`src/rtl/video_pkg.sv`:
```
// Shared defaults and window-latch encoding for the video window/mix generator.
package video_pkg;

    localparam int VBITS_D      = 9;
    localparam int WIN_END_D    = 224;
    localparam int BAND_START_D = 224;
    localparam int RLO_D        = 248;
    localparam int RHI_D        = 255;

    typedef enum logic {WIN_CLOSED = 1'b0, WIN_OPEN = 1'b1} win_t;

endpackage

```
`src/rtl/vwin_edge_sample.sv`:
```
// HSYNC rising-edge detector driving an edge-enabled D register.
// q_next exposes the value q will take at the coming edge.
module vwin_edge_sample
    import video_pkg::*;
(
    input  logic clk,
    input  logic reset,
    input  logic hsync,
    input  logic d,
    output logic q_next,
    output logic q
);

    logic hs_q;
    logic hs_rise;

    assign hs_rise = hsync & ~hs_q;
    assign q_next  = hs_rise ? d : q;

    always_ff @(posedge clk) begin
        if (reset) begin
            hs_q <= 1'b0;
            q    <= 1'b0;
        end else begin
            hs_q <= hsync;
            q    <= q_next;
        end
    end

endmodule

```
`src/rtl/video_window_gen.sv`:
```
// Vertical-region and video-mix generator; every output registered on CLK_DRV.
// Build option VWIN_SCORE_PRIO_EN: score blanks playfield video when both are active.
//
// state      | meaning
// WIN_CLOSED | past WIN_END (or after reset); rocket region may be active
// WIN_OPEN   | from frame start (VRESET_N low) until VCNT reaches WIN_END
module video_window_gen
    import video_pkg::*;
#(
    parameter int VBITS      = VBITS_D,
    parameter int NSRC       = 2,
    parameter int NSCR       = 2,
    parameter int WIN_END    = WIN_END_D,
    parameter int BAND_START = BAND_START_D,
    parameter int RLO        = RLO_D,
    parameter int RHI        = RHI_D
) (
    input  logic             CLK_DRV,
    input  logic             RESET,
    input  logic             HSYNC,
    input  logic             VRESET_N,
    input  logic [VBITS-1:0] VCNT,
    input  logic [NSRC-1:0]  VID_N,
    input  logic [NSCR-1:0]  SCR_N,
    output logic             STAR_BLANK,
    output logic             V_WINDOW,
    output logic             R_RESET,
    output logic             R_BBOUND,
    output logic             VIDEO,
    output logic             SCORE
);

    localparam logic [0:0] ST_CLOSED = WIN_CLOSED;
    localparam logic [0:0] ST_OPEN   = WIN_OPEN;

    localparam logic [VBITS-1:0] WIN_END_V    = VBITS'(WIN_END);
    localparam logic [VBITS-1:0] BAND_START_V = VBITS'(BAND_START);
    localparam logic [VBITS-1:0] BAND_TOP_V   = VBITS'(255);
    localparam logic [VBITS-1:0] RLO_V        = VBITS'(RLO);
    localparam logic [VBITS-1:0] RHI_V        = VBITS'(RHI);

    logic [0:0] win_q;
    logic [0:0] win_d;
    logic       in_r;
    logic       bb;
    logic       bb_next;
    logic       star_d;
    logic       vid_any;
    logic       scr_any;
    logic       video_d;

    // Frame start dominates a simultaneous close condition.
    always_comb begin
        win_d = win_q;
        if (!VRESET_N) begin
            win_d = ST_OPEN;
        end else if (win_q == ST_OPEN && VCNT >= WIN_END_V) begin
            win_d = ST_CLOSED;
        end
    end

    assign in_r   = (win_q == ST_CLOSED) && (VCNT >= RLO_V) && (VCNT <= RHI_V);
    assign star_d = (VCNT >= BAND_START_V) && (VCNT <= BAND_TOP_V);

    vwin_edge_sample u_bb (
        .clk    (CLK_DRV),
        .reset  (RESET),
        .hsync  (HSYNC),
        .d      (in_r),
        .q_next (bb_next),
        .q      (bb)
    );

    assign vid_any = |(~VID_N);
    assign scr_any = |(~SCR_N);

`ifdef VWIN_SCORE_PRIO_EN
    assign video_d = vid_any & ~scr_any;
`else
    assign video_d = vid_any;
`endif

    // Using bb_next suppresses the pulse when hs_rise lands on the first region cycle.
    always_ff @(posedge CLK_DRV) begin
        if (RESET) begin
            win_q      <= ST_CLOSED;
            R_RESET    <= 1'b0;
            STAR_BLANK <= 1'b0;
            VIDEO      <= 1'b0;
            SCORE      <= 1'b0;
        end else begin
            win_q      <= win_d;
            R_RESET    <= in_r & ~bb_next;
            STAR_BLANK <= star_d;
            VIDEO      <= video_d;
            SCORE      <= scr_any;
        end
    end

    assign V_WINDOW = (win_q == ST_OPEN);
    assign R_BBOUND = bb;

endmodule

```
`config.mk`:
```
export PLATFORM = sky130hd
export DESIGN_NAME = video_window_gen
export DESIGN_NICKNAME = d
export VERILOG_FILES = /design/src/rtl/video_pkg.sv /design/src/rtl/vwin_edge_sample.sv /design/src/rtl/video_window_gen.sv
export SDC_FILE = /design/constraint.sdc
export NUM_CORES = 1
export LEC_CHECK = 0
export BUFFER_PORTS_ARGS = -buffer_cell sky130_fd_sc_hd__buf_2
export CAP_MARGIN = 10
export CORE_AREA = 4 4 41 43
export CTS_BUF_LIST = sky130_fd_sc_hd__clkbuf_16
export CTS_CLUSTER_DIAMETER = 50
export DETAILED_ROUTE_END_ITERATION = 16
export DIE_AREA = 0 0 45 47
export GPL_ROUTABILITY_DRIVEN = 1
export SYNTH_ARGS = -nofsm -noshare
export SYNTH_HDL_FRONTEND = slang
export SYNTH_SLANG_ARGS = --single-unit
```
`constraint.sdc`:
```
create_clock -name CLK_DRV -period 1 [get_ports CLK_DRV]
set_input_delay 0.1 -clock CLK_DRV [delete_from_list [all_inputs] [get_ports CLK_DRV]]
set_output_delay 0.1 -clock CLK_DRV [all_outputs]
set_load 0.05 [all_outputs]
```
## Yosys cells after proc, flatten, opt, wreduce, memory -nomap -nowiden

Index checks and enable logic that the tools add are counted.
W data, S select, Z words.

| storage, ports and cells | value |
|---|---|
| output and inout port bits | 6 |
| register bits | 7 |

| operators by class | value |
|---|---|
| mux-type cells | 3 |
| equal/unequal tests | 1 |
| bitwise gates (word level) | 7 |
| reductions and logical operators | 6 |
| magnitude comparators | 3 |

Operators with widths:

| cell | number |
|---|---|
| $ge A9 B8 Y1 const B | 2 |
| $le A9 B8 Y1 const B | 1 |
| $logic_and A1 B1 Y1 | 4 |
| $not A2 Y2 | 2 |
| $reduce_or A2 Y1 | 2 |
| $mux W1 | 3 |
| $not A1 Y1 | 3 |
| $and A1 B1 Y1 | 2 |
| $ne A2 B1 Y1 const B | 1 |

## Longest topological paths before layout

Gate-level depths: netlist (run 1).

| depth | value |
|---|---|
| word-level depth | 6 |
| mapped depth | 3 |
| gate-level depth less buffers | 3 |

## Hierarchy

Synthesis (run 1) repeated with hierarchy kept, for this count alone.

| second synthesis, totals | value |
|---|---|
| cell total of the unflattened synthesis | 23 |
| area, all modules | 280.3 µm² |

Modules (own cells, without submodules):

| module | instances | cells each | area each (µm²) |
|---|---|---|---|
| video_window_gen | 1 | 15 | 182.7 |
| vwin_edge_sample | 1 | 8 | 97.6 |

## Worst setup path after synthesis (run 1)

Ideal clock, no wire load.

| path | value |
|---|---|
| path type | reg2reg |
| from | register win_q, in the netlist V_WINDOW |
| to | register R_RESET |
| stages on the path, launching flop included | 4 |
| period minus slack after synthesis | 1199 ps |
| path slack | -199 ps |
| data arrival time | 1126 ps |
| setup time | 73 ps |
| required time | 927 ps |
| path through | dfxtp_1 > nand4bb_1 > or3_1 > nor3_2 |

| on the way | value |
|---|---|
| longest elaborated chain between the ends | 6 |

RTL lines:

| what | line | RTL |
|---|---|---|
| from (decl) | video_window_gen.sv:42 | `logic [0:0] win_q;` |
| from (signal assigned) | video_window_gen.sv:92 | `win_q <= win_d;` |
| $not A1 Y1 * | video_window_gen.sv:62 | `assign in_r = (win_q == ST_CLOSED) && (VCNT >= RLO_V) && (VCNT <= RHI_V);` |
| $logic_and A1 B1 Y1 * (2 in a row) | video_window_gen.sv:62 |  |
| $mux W1 | vwin_edge_sample.sv:18 | `assign q_next = hs_rise ? d : q;` |
| $not A1 Y1 | video_window_gen.sv:93 | `R_RESET <= in_r & ~bb_next;` |
| $and A1 B1 Y1 * | video_window_gen.sv:93 |  |
| to (signal assigned) | video_window_gen.sv:93 |  |
| to (decl) | video_window_gen.sv:27 | `output logic R_RESET,` |

Mark *: on every way between the ends. The rest lies on a longest branch, timed or not.
A chain may end at the register's enable or synchronous reset.

## Worst setup path after layout (run 1)

Same ends and word-level chain as after synthesis.

==> impl_metrics.toml, run 1 <==
[clock_tree]
htreeDepth = 1
cts_sinks = 7
cts_inserted_buffers = 3
cts_root_buf = "clkbuf_16"
clk_pin_slew_ns = 0.04
clk_latency_ns = 0.22
cts_tree = "built"
cts_buffer_depth = 2
post-cts-setup-buffers = 0

[place]
io_buffers = 19
dp_hpwl_um = 485
gp_congestion = 0.633
dpl_worst_slack_ns = -0.0297

[power_and_ir_drop]
combPwrFrac_pct = 9.1
swShare_pct = 18.7
p_leak_nw = 0.209
p_seq_share_pct = 28.2
clockPowerShare_pct = 62.7
total_power_w = 0.00104
irDropWorstVdd_mv = 1.17
p_int_w = 0.000849
power.switching_w = 0.000195
p_per_area_nw_per_um2 = 2360

[critical_path]
path_max_fanout = 2
crit_path_start_kind = "flop"
worst-endpoint-required_ns = 1.15
r2r-start = "V_WINDOW"
crit_type = "flop to flop"
cp.arrival_ns = 1.18
critPathCaptureType = "flop"
r2r_cells = 3
r2r_slack_ns = -0.03
rr_endpoint = "R_RESET"

[floorplanning]
die_area_sq_um = 2120
coreArea_sq_um = 1300
rows = 13
die_y_um = 47
die-width_um = 45
start_util_pct = 18.2
io_pins = 23

[synth]
syn-num-nets = 38
netlist_area_sq_um = 236
synth_xor_area_share_pct = 0
synth_top_area_share_pct = 59.3
synthMuxAreaShare_pct = 0
synth_compound_area_share_pct = 10.1
avgSynthCellArea_sq_um = 11.3
ys_seq_area_share_pct = 59.3
synth_common_cells = "dfxtp_1 (7), a21oi_1 (3), nand2b_1 (2)"
netlist-cell-type-count = 12
synth-adder-area-share_pct = 0
async_reset_ff_share_pct = 0
ys_ff_latch = 7
ys.flop_type = "dfxtp_1"
synth-simple-area-share_pct = 30.7
synthCells = 21
synth_edf_count = 0
synth_top_area_cell = "dfxtp_1"
synth_top_family_by_area = "simple AND/OR/NAND/NOR gates"
synthTopCellsByArea = "dfxtp_1 (59%), a21oi_1 (6.3%), nand2b_1 (5.3%), nand4bb_1 (4.8%), nor3_2 (4.2%)"
yosysMostFrequentCell = "dfxtp_1"
yosysWarnings = 0

[finish]
final_util_pct = 34.0
finalNetCount = 63
syn_to_final_growth_pct = 87.3
num_antenna_cells = 0
seq_area_sq_um = 144
nFillCells = 147
multi_input_comb_area_sq_um = 96.3
drive_gt1_share_pct = 57.8

[drt]
drc = 0
drt_wl_total_um = 593
wl_per_cell_um = 9.88
drtPass1Iterations = 3
drt_iter0_drc = 7
postRouteAntennaNets = 0
viasPerCell = 4.00
dr_total_vias = 240

[worst_hold_path]
hold_end = "V_WINDOW"
min_from = "VRESET_N"
hold_depth = 2
min_path_type = "input port to flop"

[timing]
layout_min_cycle_time_ns = 1.03
skew_ns = 0.000223
post-route-period-util_pct = 103
rsz0062_at_grt = "true"
tightest_slew_ns = 0.251
hold_violations = 0
worst_slack_ns = -0.0263
drv_slew = 0
timing.fmax_ghz = 0.974
setup_viol = 1
slew_headroom_pct = 83.4

[grt]
grt.total_usage_pct = 6.11
grt_pass1_wl_um = 876
grt_overflow = 0
antenna_found_initial = 0
grt_pass1_vias = 213
grt_max_degree = 9

[status]
outcome = "complete, but fails checks"
violations = "setup timing"

[run]
maxCapViolCount = 0
-- metal layers --
layer	part of all wire, %	GRT usage, %
met4	0	3.51
met1	45	7.13
met5	0	0
met2	49	8.76
met3	6.2	3.45
-- registers in the layout (all words and copies together) (netlist names) --
name        flops
R_RESET         1
SCORE           1
STAR_BLANK      1
VIDEO           1
V_WINDOW        1
u_bb.hs_q       1
u_bb.q          1
-- worst max-delay path by stage --
stage | startpoint | to | slack (ns) | cells after the start
after floorplan | V_WINDOW | R_RESET | -0.06 | 3
after global placement | V_WINDOW | R_RESET | -0.03 | 3
after detailed placement | V_WINDOW | R_RESET | -0.03 | 3
after CTS | V_WINDOW | R_RESET | -0.04 | 3
after global routing | V_WINDOW | R_RESET | -0.06 | 3
final | V_WINDOW | R_RESET | -0.03 | 3
-- critical path: stages (launching register included) --
cell and delay [ns]:
dfxtp_4 0.33, nand4bb_1 0.19, or3_1 0.34, nor3_2 0.10
-- layout make-up --
class                   instances  share of cell area, %
flip-flops and latches          7                   32.5
repair buffers                 20                   23.7
multi-input cells              14                   21.8
clock buffers                   3                   16.9
well taps                      15                   4.24
clock inverters                 1                  0.847
-- placed cells by master (no fill, tap or decap) --
cell       Yosys  layout
buf_2          0      18
dfxtp_1        7       6
a21oi_1        3       3
clkbuf_16      0       3
nand2b_1       2       2
buf_4          0       2
dfxtp_4        0       1
nand4bb_1      1       1
nand3_1        1       1
nor2b_2        1       1
o32ai_1        1       1
nor3_1         1       1
or3_1          1       1
nor3_2         1       1
nand3b_1       1       1
nor2b_1        1       1
inv_1          0       1
-- metrics by stage --
stage	instance area, sq um	hold slack, ns	cells	setup TNS (ns)
after floorplan	240	0.159	21	-0.0577
after global placement	362	0.271	56	-0.0280
after detailed placement	362	0.274	56	-0.0297
after CTS	443	0.0438	60	-0.0371
after global routing	443	0.0502	60	-0.0630
final	443	0.0424	60	-0.0263
-- power by group through the flow --
stage / clock network [W] / registers (W) / logic [W]
4_1_cts: 0.000654 / 0.000295 / 0.0000956
2_1_floorplan: 0 / 0.000331 / 0.0000176
5_1_grt: 0.000680 / 0.000295 / 0.000103
3_3_place_gp: 0 / 0.000298 / 0.0000931
3_5_place_dp: 0 / 0.000299 / 0.0000935
6_report: 0.000655 / 0.000295 / 0.0000946
-- timing repair --
item,4_1_cts,5_1_grt
setup endpoints to repair,2,1
hold buffers,0,0
gates resized for setup,1,0
-- kinds of logic after synthesis --
logic type         count (synthesis)
DFF                                7
AOI/OAI and AO/OA                  4
and+or+nand+nor                   10
No activity file was read; power rests on OpenSTA's default activity.
==> run 2: changes to the inputs <==
- HOLD_SLACK_MARGIN: not set -> 0.05
==> run 2 against run 1 <==
  * The flow still finishes with violations (setup timing)
  * Die area unchanged
  * Final cell count up 3.3%
  * Clock-buffer cell count unchanged
  * Critical path depth unchanged
  * Routed wire length up 1.0%
  * Combinational power up 6%
  * Core utilization up 1.5 points
  * Register-to-register slack about the same
  * Maximum frequency down 0.45%
  * Non-clock buffer count up 2
  * Design area up 4.5%
  * Critical endpoint unchanged
==> impl_metrics.toml, run 2 (synthesized netlist as in run 1, its figures left out) <==
[status]
outcome = "complete, but fails checks"
violations = "setup timing"

[drt]
viasPerCell = 4.02
dr_total_vias = 249
postRouteAntennaNets = 0
drt_iter0_drc = 7
drc = 0
drt_wl_total_um = 599
drtPass1Iterations = 3
wl_per_cell_um = 9.66

[critical_path]
path_max_fanout = 2
crit_type = "flop to flop"
worst-endpoint-required_ns = 1.15
cp.arrival_ns = 1.19
crit_path_start_kind = "flop"
critPathCaptureType = "flop"
r2r_cells = 3

[finish]
nFillCells = 144
final_cells = 62
final_util_pct = 35.6
final_cell_mix = "buf_2 (18), dfxtp_1 (6), a21oi_1 (3), clkbuf_16 (3)"
drive_gt1_share_pct = 55.3
num_antenna_cells = 0
finalNetCount = 65
syn_to_final_growth_pct = 95.8
layout_commonest_cell = "buf_2"

[timing]
skew_ns = 0.000181
rsz0062_at_grt = "true"
post-route-period-util_pct = 103
slew_headroom_pct = 83.4
setup_viol = 1
tightest_slew_ns = 0.251
drv_slew = 0
layout_min_cycle_time_ns = 1.03
hold_violations = 0
timing.fmax_ghz = 0.970
worst_slack_ns = -0.0310

[place]
io_buffers = 19
dp_hpwl_um = 485
dp.cells = 56
gp_congestion = 0.633

[clock_tree]
post-cts-setup-buffers = 0
clk_latency_ns = 0.22
clk_pin_slew_ns = 0.04
cts_sinks = 7
cts_inserted_buffers = 3
htreeDepth = 1
cts_buffer_depth = 2
cts_tree = "built"
cts_root_buf = "clkbuf_16"

[grt]
busiest_layer = "met2"
antenna_found_initial = 0
grt_max_degree = 9
grt_use_met1_pct = 7.36
grt.total_usage_pct = 6.19
grt_use_met2_pct = 8.76
grt_overflow = 0
grt_pass1_vias = 221
grt.met3_usage_pct = 3.45
grt_pass1_wl_um = 897

[floorplanning]
die_area_sq_um = 2120
die_y_um = 47
io_pins = 23
rows = 13
coreArea_sq_um = 1300
start_util_pct = 18.2
die-width_um = 45

[run]
maxCapViolCount = 0

[power_and_ir_drop]
p_leak_nw = 0.217
irDropWorstVdd_mv = 1.17
p_per_area_nw_per_um2 = 2270

[worst_hold_path]
min_path_type = "input port to flop"
hold_depth = 2
-- run 2: changes by cell type in the layout (fill, tap and decap cells not counted) --
cell / delta
dlygate4sd3_1: +2
-- run 2: timing repair --
action / in CTS / in global routing
hold buffers: 2 / 0
hold endpoints to repair: 2 / 0
endpoints found under the setup margin: 2 / 1
gates resized for setup: 1 / 0
-- run 2: final timing paths --
path | from | endpoint | slack, ns
worst max-delay path | V_WINDOW | R_RESET | -0.03
worst min-delay path | VID_N[1] | VIDEO | 0.05
worst max register to register | V_WINDOW | R_RESET | -0.03
worst min register to register | u_bb.q | u_bb.q | 0.50
-- run 2: layout make-up --
| type | instances | area, sq um | share of cell area [%] |
|---|---|---|---|
| multi-input cells | 14 | 96.3 | 20.8 |
| flip-flops and latches | 7 | 144 | 31.1 |
| repair buffers | 22 | 125 | 27.0 |
| well taps | 15 | 18.8 | 4.05 |
| clock buffers | 3 | 75.1 | 16.2 |
| clock inverters | 1 | 3.75 | 0.811 |
-- run 2: stage by stage --
stage	setup slack, ns	total power (W)	cell area (sq um)	setup TNS (ns)	hold slack [ns]
after detailed placement	-0.0297	0.000393	362	-0.0297	0.274
after global placement	-0.0280	0.000392	362	-0.0280	0.271
final	-0.0310	0.00105	463	-0.0310	0.0496
after global routing	-0.0630	0.00108	463	-0.0630	0.0690
after floorplan	-0.0577	0.000349	240	-0.0577	0.159
after CTS	-0.0371	0.00105	463	-0.0371	0.0506
-- run 2: power breakdown --
| part | leakage, nW | switching, W | internal [W] |
|---|---|---|---|
| Sequential | 0.0583 | 0.00000341 | 0.000291 |
| Combinational | 0.116 | 0.0000561 | 0.0000443 |
| Clock | 0.0423 | 0.000136 | 0.000519 |
-- run 2: layer usage --
metal / up-vias / share of wire, %
met5: - / 0
met4: 0 / 0
met3: 0 / 6.2
met2: 7 / 48
met1: 114 / 45
li1: 128 / -
-- run 2: critical path, cell delays in order (launching register included) --
cell,delay [ns]
dfxtp_4,0.33
nand4bb_1,0.19
or3_1,0.34
nor3_2,0.10
